[src/rtl/minibyte_pkg.sv]
// Shared definitions for the minibyte ALU: opcodes, FSM states and flag bit positions.
package minibyte_pkg;

    localparam logic [3:0] OP_ADD   = 4'd0;
    localparam logic [3:0] OP_SUB   = 4'd1;
    localparam logic [3:0] OP_AND   = 4'd2;
    localparam logic [3:0] OP_OR    = 4'd3;
    localparam logic [3:0] OP_XOR   = 4'd4;
    localparam logic [3:0] OP_NOT   = 4'd5;
    localparam logic [3:0] OP_SHL   = 4'd6;
    localparam logic [3:0] OP_SHR   = 4'd7;
    localparam logic [3:0] OP_MUL   = 4'd8;
    localparam logic [3:0] OP_PASSB = 4'd9;

    typedef enum logic {
        ST_IDLE = 1'b0,
        ST_MUL  = 1'b1
    } state_t;

    localparam int FLAG_Z = 3;
    localparam int FLAG_N = 2;
    localparam int FLAG_C = 1;
    localparam int FLAG_V = 0;

endpackage

[src/rtl/minibyte_alu_if.sv]
// Request/response bundle between the minibyte datapath and its ALU.
interface minibyte_alu_if #(parameter int WIDTH = 8);
    logic             start;
    logic [3:0]       op;
    logic [WIDTH-1:0] a;
    logic [WIDTH-1:0] b;
    logic             busy;
    logic             done;
    logic [WIDTH-1:0] result;
    logic [WIDTH-1:0] result_hi;
    logic [3:0]       flags;
    logic             err;

    modport master (
        output start, op, a, b,
        input  busy, done, result, result_hi, flags, err
    );

    modport slave (
        input  start, op, a, b,
        output busy, done, result, result_hi, flags, err
    );
endinterface

[src/rtl/minibyte_mul_seq.sv]
// Iterative shift-add unsigned multiplier, one partial product per clock.
// Only built when MINIBYTE_MUL_EN is defined.
`ifdef MINIBYTE_MUL_EN
module minibyte_mul_seq #(
    parameter int WIDTH = 8
) (
    input  logic               clk,
    input  logic               rst,
    input  logic               load,
    input  logic [WIDTH-1:0]   a,
    input  logic [WIDTH-1:0]   b,
    output logic               step_done,
    output logic [2*WIDTH-1:0] prod
);
    localparam int CW = (WIDTH > 1) ? $clog2(WIDTH) : 1;

    logic [WIDTH-1:0] mcand;
    logic [WIDTH-1:0] hi;
    logic [WIDTH-1:0] lo;
    logic [CW-1:0]    cnt;
    logic             run;
    logic [WIDTH:0]   sum;

    // prod is the value {hi,lo} takes at the coming edge, so the caller can
    // capture the finished product on the same edge as the last step.
    always_comb begin
        sum       = {1'b0, hi} + (lo[0] ? {1'b0, mcand} : '0);
        prod      = {sum, lo[WIDTH-1:1]};
        step_done = run && (cnt == CW'(WIDTH - 1));
    end

    always_ff @(posedge clk) begin
        if (rst) begin
            mcand <= '0;
            hi    <= '0;
            lo    <= '0;
            cnt   <= '0;
            run   <= 1'b0;
        end else if (load) begin
            mcand <= a;
            hi    <= '0;
            lo    <= b;
            cnt   <= '0;
            run   <= 1'b1;
        end else if (run) begin
            {hi, lo} <= prod;
            cnt      <= cnt + 1'b1;
            if (step_done)
                run <= 1'b0;
        end
    end
endmodule
`endif

[src/rtl/minibyte_alu.sv]
// Registered minibyte ALU with start/busy/done handshake and Z/N/C/V flags.
// Sequential multiply is built only when MINIBYTE_MUL_EN is defined.
module minibyte_alu
    import minibyte_pkg::*;
#(
    parameter int WIDTH = 8
) (
    input  logic           clk,
    input  logic           rst,
    minibyte_alu_if.slave  bus
);
    logic [WIDTH-1:0] sc_res;
    logic [3:0]       sc_flags;
    logic             sc_c, sc_v, sc_err;
    logic [WIDTH:0]   ext;
    logic             busy;
    logic             accept_sc;
    logic             mul_fin;
    logic [WIDTH-1:0] mul_lo, mul_hi;
    logic [3:0]       mul_flags;

    logic [WIDTH-1:0] result_q, result_hi_q;
    logic [3:0]       flags_q;
    logic             err_q, done_q;

    always_comb begin
        sc_res = '0;
        sc_c   = 1'b0;
        sc_v   = 1'b0;
        sc_err = 1'b0;
        ext    = '0;
        case (bus.op)
            OP_ADD: begin
                ext    = {1'b0, bus.a} + {1'b0, bus.b};
                sc_res = ext[WIDTH-1:0];
                sc_c   = ext[WIDTH];
                sc_v   = (bus.a[WIDTH-1] == bus.b[WIDTH-1]) && (ext[WIDTH-1] != bus.a[WIDTH-1]);
            end
            OP_SUB: begin
                // The extra bit of the difference is the borrow, i.e. a < b.
                ext    = {1'b0, bus.a} - {1'b0, bus.b};
                sc_res = ext[WIDTH-1:0];
                sc_c   = ext[WIDTH];
                sc_v   = (bus.a[WIDTH-1] != bus.b[WIDTH-1]) && (ext[WIDTH-1] != bus.a[WIDTH-1]);
            end
            OP_AND:   sc_res = bus.a & bus.b;
            OP_OR:    sc_res = bus.a | bus.b;
            OP_XOR:   sc_res = bus.a ^ bus.b;
            OP_NOT:   sc_res = ~bus.a;
            OP_SHL: begin
                sc_res = {bus.a[WIDTH-2:0], 1'b0};
                sc_c   = bus.a[WIDTH-1];
            end
            OP_SHR: begin
                sc_res = {1'b0, bus.a[WIDTH-1:1]};
                sc_c   = bus.a[0];
            end
            OP_PASSB: sc_res = bus.b;
            default:  sc_err = 1'b1;
        endcase
        sc_flags = '0;
        if (!sc_err) begin
            sc_flags[FLAG_Z] = (sc_res == '0);
            sc_flags[FLAG_N] = sc_res[WIDTH-1];
            sc_flags[FLAG_C] = sc_c;
            sc_flags[FLAG_V] = sc_v;
        end
    end

`ifdef MINIBYTE_MUL_EN
    state_t             state, state_nxt;
    logic               mul_load;
    logic               step_done;
    logic [2*WIDTH-1:0] prod;

    always_ff @(posedge clk) begin
        if (rst) state <= ST_IDLE;
        else     state <= state_nxt;
    end

    always_comb begin
        state_nxt = state;
        case (state)
            ST_IDLE: if (bus.start && bus.op == OP_MUL) state_nxt = ST_MUL;
            ST_MUL:  if (step_done)                     state_nxt = ST_IDLE;
            default: state_nxt = ST_IDLE;
        endcase
    end

    always_comb begin
        busy      = (state == ST_MUL);
        mul_load  = (state == ST_IDLE) && bus.start && (bus.op == OP_MUL);
        accept_sc = (state == ST_IDLE) && bus.start && (bus.op != OP_MUL);
        mul_fin   = (state == ST_MUL) && step_done;
    end

    minibyte_mul_seq #(.WIDTH(WIDTH)) u_mul (
        .clk       (clk),
        .rst       (rst),
        .load      (mul_load),
        .a         (bus.a),
        .b         (bus.b),
        .step_done (step_done),
        .prod      (prod)
    );

    assign mul_lo = prod[WIDTH-1:0];
    assign mul_hi = prod[2*WIDTH-1:WIDTH];
`else
    // Opcode 8 falls into the illegal branch of the single-cycle decoder.
    assign busy      = 1'b0;
    assign accept_sc = bus.start;
    assign mul_fin   = 1'b0;
    assign mul_lo    = '0;
    assign mul_hi    = '0;
`endif

    always_comb begin
        mul_flags         = '0;
        mul_flags[FLAG_Z] = (mul_lo == '0) && (mul_hi == '0);
        mul_flags[FLAG_N] = mul_lo[WIDTH-1];
        mul_flags[FLAG_C] = |mul_hi;
    end

    always_ff @(posedge clk) begin
        if (rst) begin
            result_q    <= '0;
            result_hi_q <= '0;
            flags_q     <= '0;
            err_q       <= 1'b0;
            done_q      <= 1'b0;
        end else begin
            done_q <= 1'b0;
            if (accept_sc) begin
                result_q    <= sc_res;
                result_hi_q <= '0;
                flags_q     <= sc_flags;
                err_q       <= sc_err;
                done_q      <= 1'b1;
            end else if (mul_fin) begin
                result_q    <= mul_lo;
                result_hi_q <= mul_hi;
                flags_q     <= mul_flags;
                err_q       <= 1'b0;
                done_q      <= 1'b1;
            end
        end
    end

    assign bus.busy      = busy;
    assign bus.done      = done_q;
    assign bus.result    = result_q;
    assign bus.result_hi = result_hi_q;
    assign bus.flags     = flags_q;
    assign bus.err       = err_q;
endmodule

[src/flat_wrapper.sv]
// flat-port wrapper written by rule: the top's interface ports become plain ports
module minibyte_alu_flat import minibyte_pkg::*;
#(
    parameter int WIDTH = 8
)
  (clk, rst, bus_start, bus_op, bus_a, bus_b, bus_busy, bus_done, bus_result, bus_result_hi, bus_flags, bus_err);
  minibyte_alu_if #(.WIDTH(WIDTH)) bus_i ();
  input  logic clk;
  input  logic rst;
  input wire logic [$bits(bus_i.start)-1:0] bus_start;
  input wire logic [$bits(bus_i.op)-1:0] bus_op;
  input wire logic [$bits(bus_i.a)-1:0] bus_a;
  input wire logic [$bits(bus_i.b)-1:0] bus_b;
  output wire logic [$bits(bus_i.busy)-1:0] bus_busy;
  output wire logic [$bits(bus_i.done)-1:0] bus_done;
  output wire logic [$bits(bus_i.result)-1:0] bus_result;
  output wire logic [$bits(bus_i.result_hi)-1:0] bus_result_hi;
  output wire logic [$bits(bus_i.flags)-1:0] bus_flags;
  output wire logic [$bits(bus_i.err)-1:0] bus_err;
  assign bus_i.start = bus_start;
  assign bus_i.op = bus_op;
  assign bus_i.a = bus_a;
  assign bus_i.b = bus_b;
  assign bus_busy = bus_i.busy;
  assign bus_done = bus_i.done;
  assign bus_result = bus_i.result;
  assign bus_result_hi = bus_i.result_hi;
  assign bus_flags = bus_i.flags;
  assign bus_err = bus_i.err;
  minibyte_alu #(.WIDTH(WIDTH)) u_core (.clk(clk), .rst(rst), .bus(bus_i));
endmodule
[config.mk]
export PLATFORM = sky130hd
export DESIGN_NAME = minibyte_alu_flat
export DESIGN_NICKNAME = d
export VERILOG_FILES = /design/src/rtl/minibyte_pkg.sv /design/src/rtl/minibyte_alu_if.sv /design/src/rtl/minibyte_mul_seq.sv /design/src/rtl/minibyte_alu.sv /design/src/flat_wrapper.sv
export SDC_FILE = /design/constraint.sdc
export NUM_CORES = 1
export LEC_CHECK = 0
export CAP_MARGIN = 20
export CORE_MARGIN = 5
export CORE_UTILIZATION = 50
export CTS_CLUSTER_DIAMETER = 120
export DETAILED_ROUTE_END_ITERATION = 8
export DONT_BUFFER_PORTS = 1
export GPL_ROUTABILITY_DRIVEN = 1
export PLACE_DENSITY = 0.72
export SLEW_MARGIN = 15
export SYNTH_ARGS = -nofsm -noshare
export SYNTH_HDL_FRONTEND = slang
export SYNTH_SLANG_ARGS = --single-unit
[constraint.sdc]
create_clock -name clk -period 3.6 [get_ports clk]
set_clock_uncertainty 0.2 [all_clocks]
set_input_delay 0.18 -clock clk [delete_from_list [all_inputs] [get_ports clk]]
set_output_delay 0.18 -clock clk [all_outputs]
set_load 0.01 [all_outputs]
==> Word-level counts from Yosys, hierarchy flattened <==
Index checks and enable logic that the tools add are counted.
{ "op_classes": {"add_sub_neg": 2, "eq_ne": 12, "n_mux": 6, "n_bitwise": 4, "reduce_logical": 5} }
{ "ops": {"columns": ["operator", "count"], "rows": [
  ["one-hot mux 8 bit (9 select lines)", 1],
  ["equality test 4 x 3 -> 1 bit, second input constant", 4],
  ["adder 8 x 8 -> 9 bit", 1],
  ["OR reduction 9 bit", 1],
  ["subtractor 8 x 8 -> 9 bit", 1],
  ["AND 8 bit", 1],
  ["equality test 4 x 2 -> 1 bit, second input constant", 2],
  ["logical NOT 8 bit", 1],
  ["inverter 8 bit", 1],
  ["OR 8 bit", 1],
  ["XOR 8 bit", 1],
  ["equality test 4 x 1 -> 1 bit, second input constant", 1],
  ["equality test 4 bit, second input constant", 1],
  ["logical NOT 4 bit", 1],
  ["2-to-1 mux 4 bit", 1],
  ["one-hot mux 1 bit (4 select lines)", 1],
  ["inequality test 1 bit", 3],
  ["logical AND 1 bit", 2],
  ["2-to-1 mux 1 bit", 2],
  ["one-hot mux 1 bit (2 select lines)", 1],
  ["equality test 1 bit", 1]
]} }
{ "totals": {"reg_bits": 14, "input_bits": 23, "out_inout_bits": 23, "word_cells": 33} }

==> Depth between registers and ports, before layout <==
Gate-level depths: netlist (run 1).
{ "logic_depth": {"word_depth": 5, "depth_mapped": 11, "depth_no_buf": 11} }

==> Worst setup path before layout (run 1) <==
OpenSTA, ideal clock, no wires.
{ "synth_path": {"kind": "in2reg", "from": "input bus_b[4]", "to": "register u_core.flags_q[3], in the netlist u_core.bus.flags[3]", "setup_ps": 61, "arrival_ps": 2074, "required_ps": 3339, "setup_slack_ps": 1265, "path_stages": 10, "path_buffers": 1, "cell_sequence": "inv_1 ha_1 buf_4 a21o_1 a21oi_2 o21ai_1 xnor2_1 a2111o_1 nor4_2 a32o_1"} }
{ "synth_via": {"elab_chain_cells": 4, "elab_cells_between_ends": 8, "classes_between": "2 x add/sub; 2 x mux; 3 x bitwise; 1 x reduce/logical"} }
{ "synth_rtl": {"columns": ["element", "line", "source"], "rows": [
  ["from (decl)", "flat_wrapper.sv:13", "input wire logic [$bits(bus_i.b)-1:0] bus_b;"],
  ["subtractor 8 x 8 -> 9 bit (tied with other cells)", "minibyte_alu.sv:41", "ext = {1'b0, bus.a} - {1'b0, bus.b};"],
  ["one-hot mux 8 bit (9 select lines) *", "minibyte_alu.sv:32", "case (bus.op)"],
  ["logical NOT 8 bit *", "minibyte_alu.sv:63", "sc_flags[FLAG_Z] = (sc_res == '0);"],
  ["2-to-1 mux 4 bit *", "minibyte_alu.sv:62", "if (!sc_err) begin"],
  ["to (signal assigned)", "minibyte_alu.sv:137", "flags_q <= sc_flags;"],
  ["to (signal assigned)", "minibyte_alu.sv:143", "flags_q <= mul_flags;"],
  ["to (decl)", "minibyte_alu.sv:23", "logic [3:0] flags_q;"]
]} }
Mark *: on every way between the ends. The rest lies on a longest branch, timed or not.
A chain may end at the register's enable or synchronous reset.

==> Worst setup path in the final report (run 1) <==
{ "layout_path": {"from": "input bus_b[2]", "to": "register u_core.flags_q[3], in the netlist u_core.bus.flags[3]"} }
Same word-level chain as after synthesis.

==> impl_metrics.toml, run 1 <==
[clock_network]
ctsHtreeMaxLevel = 1
clock-sinks = 13
clock_tree.buffer_depth = 2
cts-root-buf = "sky130_fd_sc_hd__clkbuf_8"
clock_insertion_delay_worst_skew_ns = 0.25
tritoncts = "built"
clk_pin_slew_ns = 0.05
postCtsSetupRepairBufs = 0
number_of_buffers_created_by_cts = 3

[pwr]
p_per_area_mw_per_mm2 = 236
ir_worst_vdd_uv = 68.9
fin_total_pwr_uw = 510
static-leakage-power_nw = 0.930

[yosys]
unique_masters_post_synth = 60
synth.ff_latch_count = 13
yosysWarningCount = 0
synth-async-reset-ratio_pct = 0
number_of_enable_type_register_cells_in_the_synthesized_netlist = 0
synth-main-ff-cell = "sky130_fd_sc_hd__dfxtp_1"
syn_inst = 288
syn-mean-instance-area_um2 = 7.42
synth-seq-area-share_pct = 12.2
mappedNetlistArea_mm2 = 0.00214

[placement]
place.port_buffers = 0
placed_cells = 319
place.gp.congestion = 0.977
dp_hpwl_mm = 4.50

[worst_setup_path]
timing_worst_setup_path_type = "primary input to flop"
worstReg2RegStart = "u_core.bus.err$_SDFFE_PP0P_"
worst-endpoint-required_ns = 3.59
cp_arrival_ns = 2.24
cp-startpoint = "bus_b[2]"
crit_path_max_fanout = 10
startpoint_type = "primary input"
worst_setup_path_end_kind = "flop"

[floorplanning]
row_count = 23
ioPinCount = 46
floorplan.initialDensity_pct = 52.6
die_y_um = 75.4
floorplan.die_area_mm2 = 0.00568
placeableCoreArea_mm2 = 0.00406
floorplan.die.width_um = 75.4

[grt]
global_route_wire_length_before_repair_mm = 8.87
grt_start_max_net_pins = 34
grt_antenna_before_repair = 0
groute.usage.overall_pct = 20.3
grt_overflow_total = 0
first_global_vias = 1874

[sta]
finalHoldViolCount = 1
tightest_slew_ns = 0.857
timing.final.crit_period_ns = 2.25
maxClockFrequency_mhz = 444
final.hold.worst_slack_ns = -0.000904
grt_setup_unrepaired = "no"
finalSetupTns_ns = 0
setup_violations = 0
timing.final.crit_share_pct = 62.6
max_slew_margin_pct = 42.1
final_max_slew_viol_count = 0

[route]
drt-initial-drc-count = 145
ant_nets = 0
wl_per_cell_um = 17.2
via_count = 1999
drt_drc_violations_left = 0
postRouteWirelength_mm = 5.64
detail_route.first_pass.iterations = 8
detail_route.vias_per_cell = 6.09

[layout]
most-common-layout-cells = "sky130_fd_sc_hd__inv_1 (30), sky130_fd_sc_hd__ha_1 (24), sky130_fd_sc_hd__nor2_1 (22), sky130_fd_sc_hd__nand2_1 (18)"
filler_cell_count = 416
n_antenna_cell = 0
finalNonFillerCells = 328
fin_nets = 328
area_growth_syn_to_layout_pct = 0.996
post_route_cells_drive_above_1_share_pct = 4.68
layout_commonest_cell = "sky130_fd_sc_hd__inv_1"

[hold_path]
class_of_the_tightest_hold_or_removal_check = "primary input to flop"
hp-start = "bus_start"

[status]
failed_checks = "hold timing"
status = "finished with violations"

[job]
maxCapViolations = 0
## registers in the layout, indices dropped and copies added (netlist names)
register	cells
u_core.bus.err	1
u_core.bus.flags	4
u_core.bus.result	7
u_core.bus.done	1
## where the power goes
part | internal [mW] | total, mW | switching (mW)
logic | 0.0947 | 0.219 | 0.124
clock network | 0.0781 | 0.129 | 0.0508
registers | 0.152 | 0.162 | 0.00973
total | 0.325 | 0.510 | 0.185
## critical path: stages
cell,delay [ns]
sky130_fd_sc_hd__inv_1,0.03
sky130_fd_sc_hd__ha_1,0.42
sky130_fd_sc_hd__nand2b_1,0.23
sky130_fd_sc_hd__a211oi_2,0.26
sky130_fd_sc_hd__or4_1,0.15
sky130_fd_sc_hd__a21oi_1,0.06
sky130_fd_sc_hd__a2111o_1,0.44
sky130_fd_sc_hd__nor4_2,0.28
sky130_fd_sc_hd__a32o_1,0.18
## through the flow
stage               instance area [µm²]  setup slack [ns]  util, %
floorplan                          2170              1.27        -
global placement                   2060              1.17     50.8
detailed placement                 2060              1.09     50.8
CTS                                2160              1.35     53.2
global route                       2160              1.21     53.2
finish                             2160              1.35     53.2
## layer usage
layer | vias to the layer above | track usage [%] | wire length (µm)
li1 | 978 | - | -
met1 | 921 | 26.5 | 2310
met2 | 87 | 33.4 | 2630
met3 | 13 | 2.24 | 554
met4 | 0 | 9.71 | 152
met5 | - | 0 | 0
## cell usage after synthesis (all sizes together) (4+ instances only)
master  number  area share (%)
clkbuf       7             1.2
nand3       11             2.6
mux2i        9             4.2
nand2       18             3.2
ha          24              14
dfxtp       13              12
a31oi        4             1.2
o21ai       17             4.0
o22ai        4             1.2
inv         30             5.3
xnor2        5             2.1
nor3         6             1.4
buf         20             6.6
nor2b       11             3.2
nand2b       7             2.1
a21oi       17             4.2
a211oi       8             3.0
nor2        22             3.9
## repair_timing
item	in CTS	in global routing
endpoints found under the hold margin	11	0
gates resized for setup	0	0
hold buffers	5	0
## kinds of logic (layout without fill, tap and decap cells)
logic type	count (synthesis)	in the layout	share of synthesized area [%]
flops	13	13	12.2
buf+inv	58	40	13.2
other cells	1	9	0.176
mux	13	13	7.91
simple gates	86	86	20.5
compound gates	84	84	27.2
fa+ha+maj	26	26	15.9
xor+xnor	7	7	2.87
## layout make-up
cell class / count / area [µm²] / share of cell area (%)
Multi-Input combinational cell: 225 / 1620 / 75.2
Clock buffer: 4 / 45.0 / 2.09
Inverter: 31 / 116 / 5.39
Timing Repair Buffer: 5 / 50.0 / 2.32
Sequential cell: 13 / 260 / 12.1
Tap cell: 50 / 62.6 / 2.90
## path summary, 6_finish.rpt
kind                                            end  slack (ns)  cells after the start
setup reg to reg        u_core.bus.err$_SDFFE_PP0P_        2.22                      3
hold reg to reg   u_core.bus.result[0]$_SDFFE_PP0P_        0.33                      2
hold / removal    u_core.bus.result[0]$_SDFFE_PP0P_     -0.0009                      3
setup / recovery   u_core.bus.flags[3]$_SDFFE_PP0P_        1.35                      9
Power figures use the tool's default switching activity.
==> inputs of run 2 (changes only) <==
--- a/config.mk
+++ b/config.mk
@@ -5,6 +5,7 @@
 export SDC_FILE = /design/constraint.sdc
 export NUM_CORES = 1
 export LEC_CHECK = 0
+export ABC_AREA = 1
 export CAP_MARGIN = 20
 export CORE_MARGIN = 5
 export CORE_UTILIZATION = 50
==> constraint.sdc (replaced) <==
create_clock -name clk -period 2.3 [get_ports clk]
set_clock_uncertainty 0.2 [all_clocks]
set_input_delay 0.115 -clock clk [delete_from_list [all_inputs] [get_ports clk]]
set_output_delay 0.115 -clock clk [all_outputs]
set_load 0.01 [all_outputs]
==> run 2 against run 1 <==
The flow now finishes without violations. Critical path depth rose by 6. Setup slack got worse by 0.84 ns. Non-clock buffer count rose by 2. Synthesized cell count rose by 19%. Count of clock-buffer cells in the layout did not move. Global-route usage rose by 0.57 points. Routed wire length fell by 4.0%. Combinational power rose by 37%. Area after synthesis fell by 6.2%. Sequential power rose by 55%. Sequential cell count did not move. Critical path type unchanged. Largest cell class unchanged.
==> impl_metrics.toml, run 2 <==
[sta]
timing.final.crit_share_pct = 78.1
finalSetupTns_ns = 0
worst_slack_ns = 0.504
timing.final.crit_period_ns = 1.80
tightest_slew_ns = 0.597
max_slew_margin_pct = 60.1
finalHoldViolCount = 0
grt_setup_unrepaired = "no"
maxClockFrequency_mhz = 557
final_max_slew_viol_count = 0
final.hold.worst_slack_ns = 0.00151
setup_violations = 0

[yosys]
synth.most_common_cell = "sky130_fd_sc_hd__nand2_1"
yosysWarningCount = 0
syn-mean-instance-area_um2 = 5.83
synth.top_cell.area_share_pct = 16.7
number_of_enable_type_register_cells_in_the_synthesized_netlist = 0
mappedNetlistArea_mm2 = 0.00200
synth-main-ff-cell = "sky130_fd_sc_hd__dfxtp_1"
unique_masters_post_synth = 35
synth_common_cells = "sky130_fd_sc_hd__nand2_1 (89), sky130_fd_sc_hd__nor2_1 (51), sky130_fd_sc_hd__inv_1 (46)"
synth.ff_latch_count = 13
syn_inst = 344
synth-seq-area-share_pct = 13.0
yosys.area.top_type = "sky130_fd_sc_hd__nand2_1"
yosys-top-cells-area = "sky130_fd_sc_hd__nand2_1 (17%), sky130_fd_sc_hd__ha_1 (15%), sky130_fd_sc_hd__dfxtp_1 (13%), sky130_fd_sc_hd__nor2_1 (9.6%), sky130_fd_sc_hd__inv_1 (8.6%)"
synth-async-reset-ratio_pct = 0

[grt]
first_global_vias = 1949
grt_start_max_net_pins = 11
global_route_wire_length_before_repair_mm = 8.78
groute.usage.overall_pct = 20.9
grt_overflow_total = 0
grt_antenna_before_repair = 0

[placement]
place.port_buffers = 0
place.gp.congestion = 0.977
post_dp_cell_area_mm2 = 0.00201
dpl_ws_ns = 0.269
dp_hpwl_mm = 4.54

[route]
detail_route.vias_per_cell = 5.26
routed-wl-met2_mm = 2.55
m1WireLength_mm = 2.25
highest_layer = "met4"
via_count = 2099
wl_per_cell_um = 13.6
routed-wl-met3_um = 466
drt-initial-drc-count = 158
drt_drc_violations_left = 0
detail_route.first_pass.iterations = 4
ant_nets = 0
postRouteWirelength_mm = 5.42

[floorplanning]
ioPinCount = 46
die_y_um = 73.3
floorplan.die_area_mm2 = 0.00538
placeableCoreArea_mm2 = 0.00394
floorplan.initialDensity_pct = 50.8
floorplan.die.width_um = 73.3
row_count = 23

[layout]
n_antenna_cell = 0
postLayoutCellArea_mm2 = 0.00211
post_route_cells_drive_above_1_share_pct = 5.16
area_growth_syn_to_layout_pct = 5.24
filler_cell_count = 401
fin_nets = 399
layout_commonest_cell = "sky130_fd_sc_hd__nand2_1"
most-common-layout-cells = "sky130_fd_sc_hd__nand2_1 (89), sky130_fd_sc_hd__nor2_1 (51), sky130_fd_sc_hd__inv_1 (46), sky130_fd_sc_hd__nand3_1 (30), sky130_fd_sc_hd__ha_1 (24)"
register_area_um2 = 260
largest_reg_flops = 7
area_occupied_by_multi_input_gates_mm2 = 0.00149

[worst_setup_path]
worst_setup_path_end_kind = "flop"
timing_worst_setup_path_type = "primary input to flop"
cp_arrival_ns = 1.78
crit_path_max_fanout = 5
worst-endpoint-required_ns = 2.29
startpoint_type = "primary input"
ff2ff_setup_slack_ns = 0.88

[pwr]
clock_power_share_pct = 26.7
fin_total_pwr_uw = 754
sw_share_pct = 38.9
combPwrFrac_pct = 40.0
static-leakage-power_nw = 1.13
ir_worst_vdd_uv = 100
p_int_uw = 461
seq_power_share_pct = 33.4
net-switching-power_uw = 293
p_per_area_mw_per_mm2 = 357

[clock_network]
ctsHtreeMaxLevel = 1
clock_tree.buffer_depth = 2
number_of_buffers_created_by_cts = 3
clk_pin_slew_ns = 0.05
tritoncts = "built"
clock-sinks = 13
cts-root-buf = "sky130_fd_sc_hd__clkbuf_8"
clock_insertion_delay_worst_skew_ns = 0.24

[status]
status = "finished clean"

[hold_path]
class_of_the_tightest_hold_or_removal_check = "primary input to flop"

[job]
maxCapViolations = 0
==> run 2: changes by cell type after synthesis, sizes merged, moves of 5 or more <==
| cell | before | now |
|---|---|---|
| nand4 | 0 | 5 |
| clkbuf | 7 | 0 |
| nor2 | 22 | 55 |
| nand3 | 11 | 30 |
| nor2b | 11 | 0 |
| nand2b | 7 | 0 |
| inv | 30 | 49 |
| mux2i | 9 | 0 |
| a211oi | 8 | 1 |
| nand2 | 18 | 93 |
| buf | 20 | 14 |
| xnor2 | 5 | 0 |
==> run 2: cells by family after synthesis <==
kind of cell    Yosys count  share of synthesized area [%]
simple gates            192                           41.3
buf+inv                  63                           14.0
compound gates           48                           14.0
fa+ha+maj                26                           17.0
flops                    13                           13.0
xor+xnor                  1                          0.437
other cells               1                          0.187
==> run 2: what timing repair did <==
| action | 4_1_cts | 5_1_grt |
|---|---|---|
| hold endpoints to repair | 13 | 0 |
| resized for setup | 0 | 0 |
| buffers inserted | 0 | 0 |
| setup endpoints to repair | 0 | 0 |
| hold buffers | 5 | 0 |
==> run 2: worst max-delay path, stage by stage <==
cell and delay [ns]:
sky130_fd_sc_hd__inv_1 0.13, sky130_fd_sc_hd__ha_1 0.17, sky130_fd_sc_hd__inv_1 0.06, sky130_fd_sc_hd__fa_1 0.41
sky130_fd_sc_hd__nand2_1 0.08, sky130_fd_sc_hd__nand2_1 0.05, sky130_fd_sc_hd__nand2_1 0.06, sky130_fd_sc_hd__nand2_1 0.05
sky130_fd_sc_hd__nor2_1 0.08, sky130_fd_sc_hd__nand3_1 0.12, sky130_fd_sc_hd__nor2_1 0.12, sky130_fd_sc_hd__nand3_1 0.08
sky130_fd_sc_hd__nor2_1 0.11, sky130_fd_sc_hd__nand4_1 0.09, sky130_fd_sc_hd__nand2_1 0.07
==> run 2: layout make-up <==
class / count / share of cell area (%)
Multi-Input combinational cell: 276 / 70.8
Sequential cell: 13 / 12.3
Inverter: 49 / 8.72
Timing Repair Buffer: 7 / 3.08
Tap cell: 50 / 2.97
Clock buffer: 4 / 2.14
==> run 2: metrics by stage <==
step,cells,utilization (%)
final,399,53.5
after global routing,399,53.5
after CTS,399,53.5
after detailed placement,390,51.1
after global placement,390,51.1
after floorplan,352,-
==> run 2: path summary, 6_finish.rpt <==
kind                                startpoint                                 to  depth (start not counted)
max                                   bus_a[0]   u_core.bus.flags[3]$_SDFFE_PP0P_                         15
min                                  bus_op[3]        u_core.bus.err$_SDFFE_PP0P_                          3
max reg2reg  u_core.bus.result[0]$_SDFFE_PP0P_  u_core.bus.result[0]$_SDFFE_PP0P_                          3
min reg2reg  u_core.bus.result[5]$_SDFFE_PP0P_  u_core.bus.result[5]$_SDFFE_PP0P_                          2
==> run 2: routing by layer <==
metal  GRT usage [%]  vias to the layer above
li1                -                     1094
met1            26.1                      921
met2            35.0                       72
met3            2.46                       12
met4            10.9                        0
met5               0                        -
==> run 2: power by group through the flow <==
stage	registers [mW]	logic, mW	clock network (mW)
6_report	0.251	0.301	0.201
4_1_cts	0.252	0.297	0.205
3_5_place_dp	0.256	0.287	0
3_3_place_gp	0.256	0.286	0
2_1_floorplan	0.254	0.241	0
5_1_grt	0.253	0.342	0.211
==> inputs of run 3 (changes only) <==
--- a/config.mk
+++ b/config.mk
@@ -5,7 +5,7 @@
 export SDC_FILE = /design/constraint.sdc
 export NUM_CORES = 1
 export LEC_CHECK = 0
-export ABC_AREA = 1
+export ABC_AREA = 0
 export CAP_MARGIN = 20
 export CORE_MARGIN = 5
 export CORE_UTILIZATION = 50
@@ -13,7 +13,7 @@
 export DETAILED_ROUTE_END_ITERATION = 8
 export DONT_BUFFER_PORTS = 1
 export GPL_ROUTABILITY_DRIVEN = 1
-export PLACE_DENSITY = 0.72
+export PLACE_DENSITY = 0.75
 export SLEW_MARGIN = 15
 export SYNTH_ARGS = -nofsm -noshare
 export SYNTH_HDL_FRONTEND = slang
==> constraint.sdc (replaced) <==
create_clock -name clk -period 1.46 [get_ports clk]
set_clock_uncertainty 0.2 [all_clocks]
set_input_delay 0.073 -clock clk [delete_from_list [all_inputs] [get_ports clk]]
set_output_delay 0.073 -clock clk [all_outputs]
set_load 0.01 [all_outputs]
==> run 3 against run 2 <==
The run now ends with hold timing, setup timing left. Sequential cell count unchanged. Non-clock buffer count up 71. Sequential share of layout area down 3.9 points. Routed wire length up 51%. Global-route usage up 6.1 points. Via count up 22%.
==> impl_metrics.toml, run 3 (synthesized netlist as in run 1, its figures left out) <==
[placement]
place.gp.congestion = 0.958
place.port_buffers = 0
dp_hpwl_mm = 5.07
dpl_ws_ns = -0.728

[worst_setup_path]
crit_path_max_fanout = 4
timing_worst_setup_path_type = "primary input to flop"
worst-endpoint-required_ns = 1.40
slowest_stage = "sky130_fd_sc_hd__or4_4"
worst_path_largest_cell_delay_ns = 0.54
cp_arrival_ns = 1.93
worst_setup_path_end_kind = "flop"
critical_path.cell_chain = "clkinvlp_4 -> fa_2 -> nand2b_4 -> a211oi_4 -> or4_4 -> a21oi_4 -> a2111o_1 -> nor4_2 -> a32o_1"
startpoint_type = "primary input"

[grt]
grt_antenna_before_repair = 0
grt_overflow_total = 0
first_global_vias = 2424
grt_start_max_net_pins = 34
global_route_wire_length_before_repair_mm = 11.8
groute.usage.overall_pct = 27.0

[layout]
post_route_cells_drive_above_1_share_pct = 40.7
largest_reg_flops = 7
most-common-layout-cells = "sky130_fd_sc_hd__buf_4 (66), sky130_fd_sc_hd__nor2_1 (20), sky130_fd_sc_hd__nand2_1 (17), sky130_fd_sc_hd__inv_1 (16), sky130_fd_sc_hd__ha_1 (15)"
fin_nets = 401
layout_commonest_cell = "sky130_fd_sc_hd__buf_4"
final_core_utilization_pct = 76.3
n_antenna_cell = 0
area_growth_syn_to_layout_pct = 45.0

[pwr]
ir_worst_vdd_uv = 209
p_per_area_mw_per_mm2 = 544
fin_total_pwr_mw = 1.68
static-leakage-power_nw = 1.32

[floorplanning]
die_y_um = 75.4
floorplan.die.width_um = 75.4
floorplan.die_area_mm2 = 0.00568
placeableCoreArea_mm2 = 0.00406
ioPinCount = 46
row_count = 23
floorplan.initialDensity_pct = 52.6

[route]
detail_route.vias_per_cell = 6.39
drt_drc_violations_left = 0
postRouteWirelength_mm = 8.18
wl_per_cell_um = 20.4
detail_route.first_pass.iterations = 5
drt-initial-drc-count = 265
ant_nets = 0
via_count = 2564

[clock_network]
cts-root-buf = "sky130_fd_sc_hd__clkbuf_8"
ctsHtreeMaxLevel = 1
clock-sinks = 13
clk_pin_slew_ns = 0.05
clock_insertion_delay_worst_skew_ns = 0.25
clock_tree.buffer_depth = 2
cts_hold_buf = 4
number_of_buffers_created_by_cts = 3
tritoncts = "built"

[sta]
grt_setup_unrepaired = "yes"
finalSetupTns_ns = -3.22
maxClockFrequency_mhz = 504
final.hold.worst_slack_ns = -0.291
final_max_slew_viol_count = 0
worst_slack_ns = -0.524
timing.final.crit_share_pct = 136
timing.final.crit_period_ns = 1.98
finalHoldViolCount = 11
setup_violations = 10

[status]
status = "finished with violations"
failed_checks = "hold timing, setup timing"

[job]
maxCapViolations = 0

[hold_path]
class_of_the_tightest_hold_or_removal_check = "primary input to flop"
## run 3: cell types whose count changed in the layout (fill, tap and decap cells not counted), sizes merged, moves of 4 or more
cell    change
a31oi       +4
nand3      -19
nand4       -5
nor2b      +11
nand2      -75
mux2i       +9
buf        +72
inv        -21
xnor2       +5
a211oi      +7
nor2       -33
a21oi       +4
nand2b      +7
## run 3: worst paths after layout
check	start	endpoint	slack, ns	cells after the start
worst max-delay path	bus_b[1]	u_core.bus.flags[3]$_SDFFE_PP0P_	-0.52	9
worst max register to register	u_core.bus.flags[2]$_SDFFE_PP0P_	u_core.bus.flags[2]$_SDFFE_PP0P_	0.45	2
worst min-delay path	bus_start	u_core.bus.result[1]$_SDFFE_PP0P_	-0.29	1
worst min register to register	u_core.bus.result[0]$_SDFFE_PP0P_	u_core.bus.result[0]$_SDFFE_PP0P_	0.32	2
## run 3: report_power, final
group	total (mW)	switching, mW	internal, mW
combinational	0.957	0.475	0.482
sequential	0.400	0.0239	0.376
clock	0.328	0.134	0.193
## run 3: cell type report
type / instances / area (µm²)
sequential: 13 / 260
multi-input combinational: 225 / 1940
clock buffer: 4 / 45.0
inverter: 31 / 164
fill: 266 / 961
timing repair buffer: 78 / 621
tap: 50 / 62.6
## run 3: critical path, delay by kind of cell
kind / cells / cell delay (ns)
AOI/OAI and AO/OA: 4 / 0.62
buffers and inverters: 1 / 0.12
adders and majority gates: 1 / 0.42
and+or+nand+nor: 3 / 0.69
## run 3: metal layers
metal	GRT usage, %	up-vias	routed length [µm]
met5	0	-	0
met4	12.6	0	504
met3	2.90	55	778
met2	46.1	180	3790
met1	33.8	1201	3100
li1	-	1128	-
## run 3: timing repair
action | in CTS | in global routing
endpoints found under the hold margin | 13 | 11
gates resized for setup | 39 | 25
setup buffers | 10 | 7
endpoints found under the setup margin | 10 | 11
pin swaps | 22 | 27
## run 3: stage by stage
| stage | std cells | cell area (µm²) |
|---|---|---|
| after detailed placement | 378 | 2610 |
| final | 401 | 3100 |
| after CTS | 396 | 2950 |
| after global placement | 378 | 2610 |
| after floorplan | 296 | 2290 |
| after global routing | 401 | 3100 |
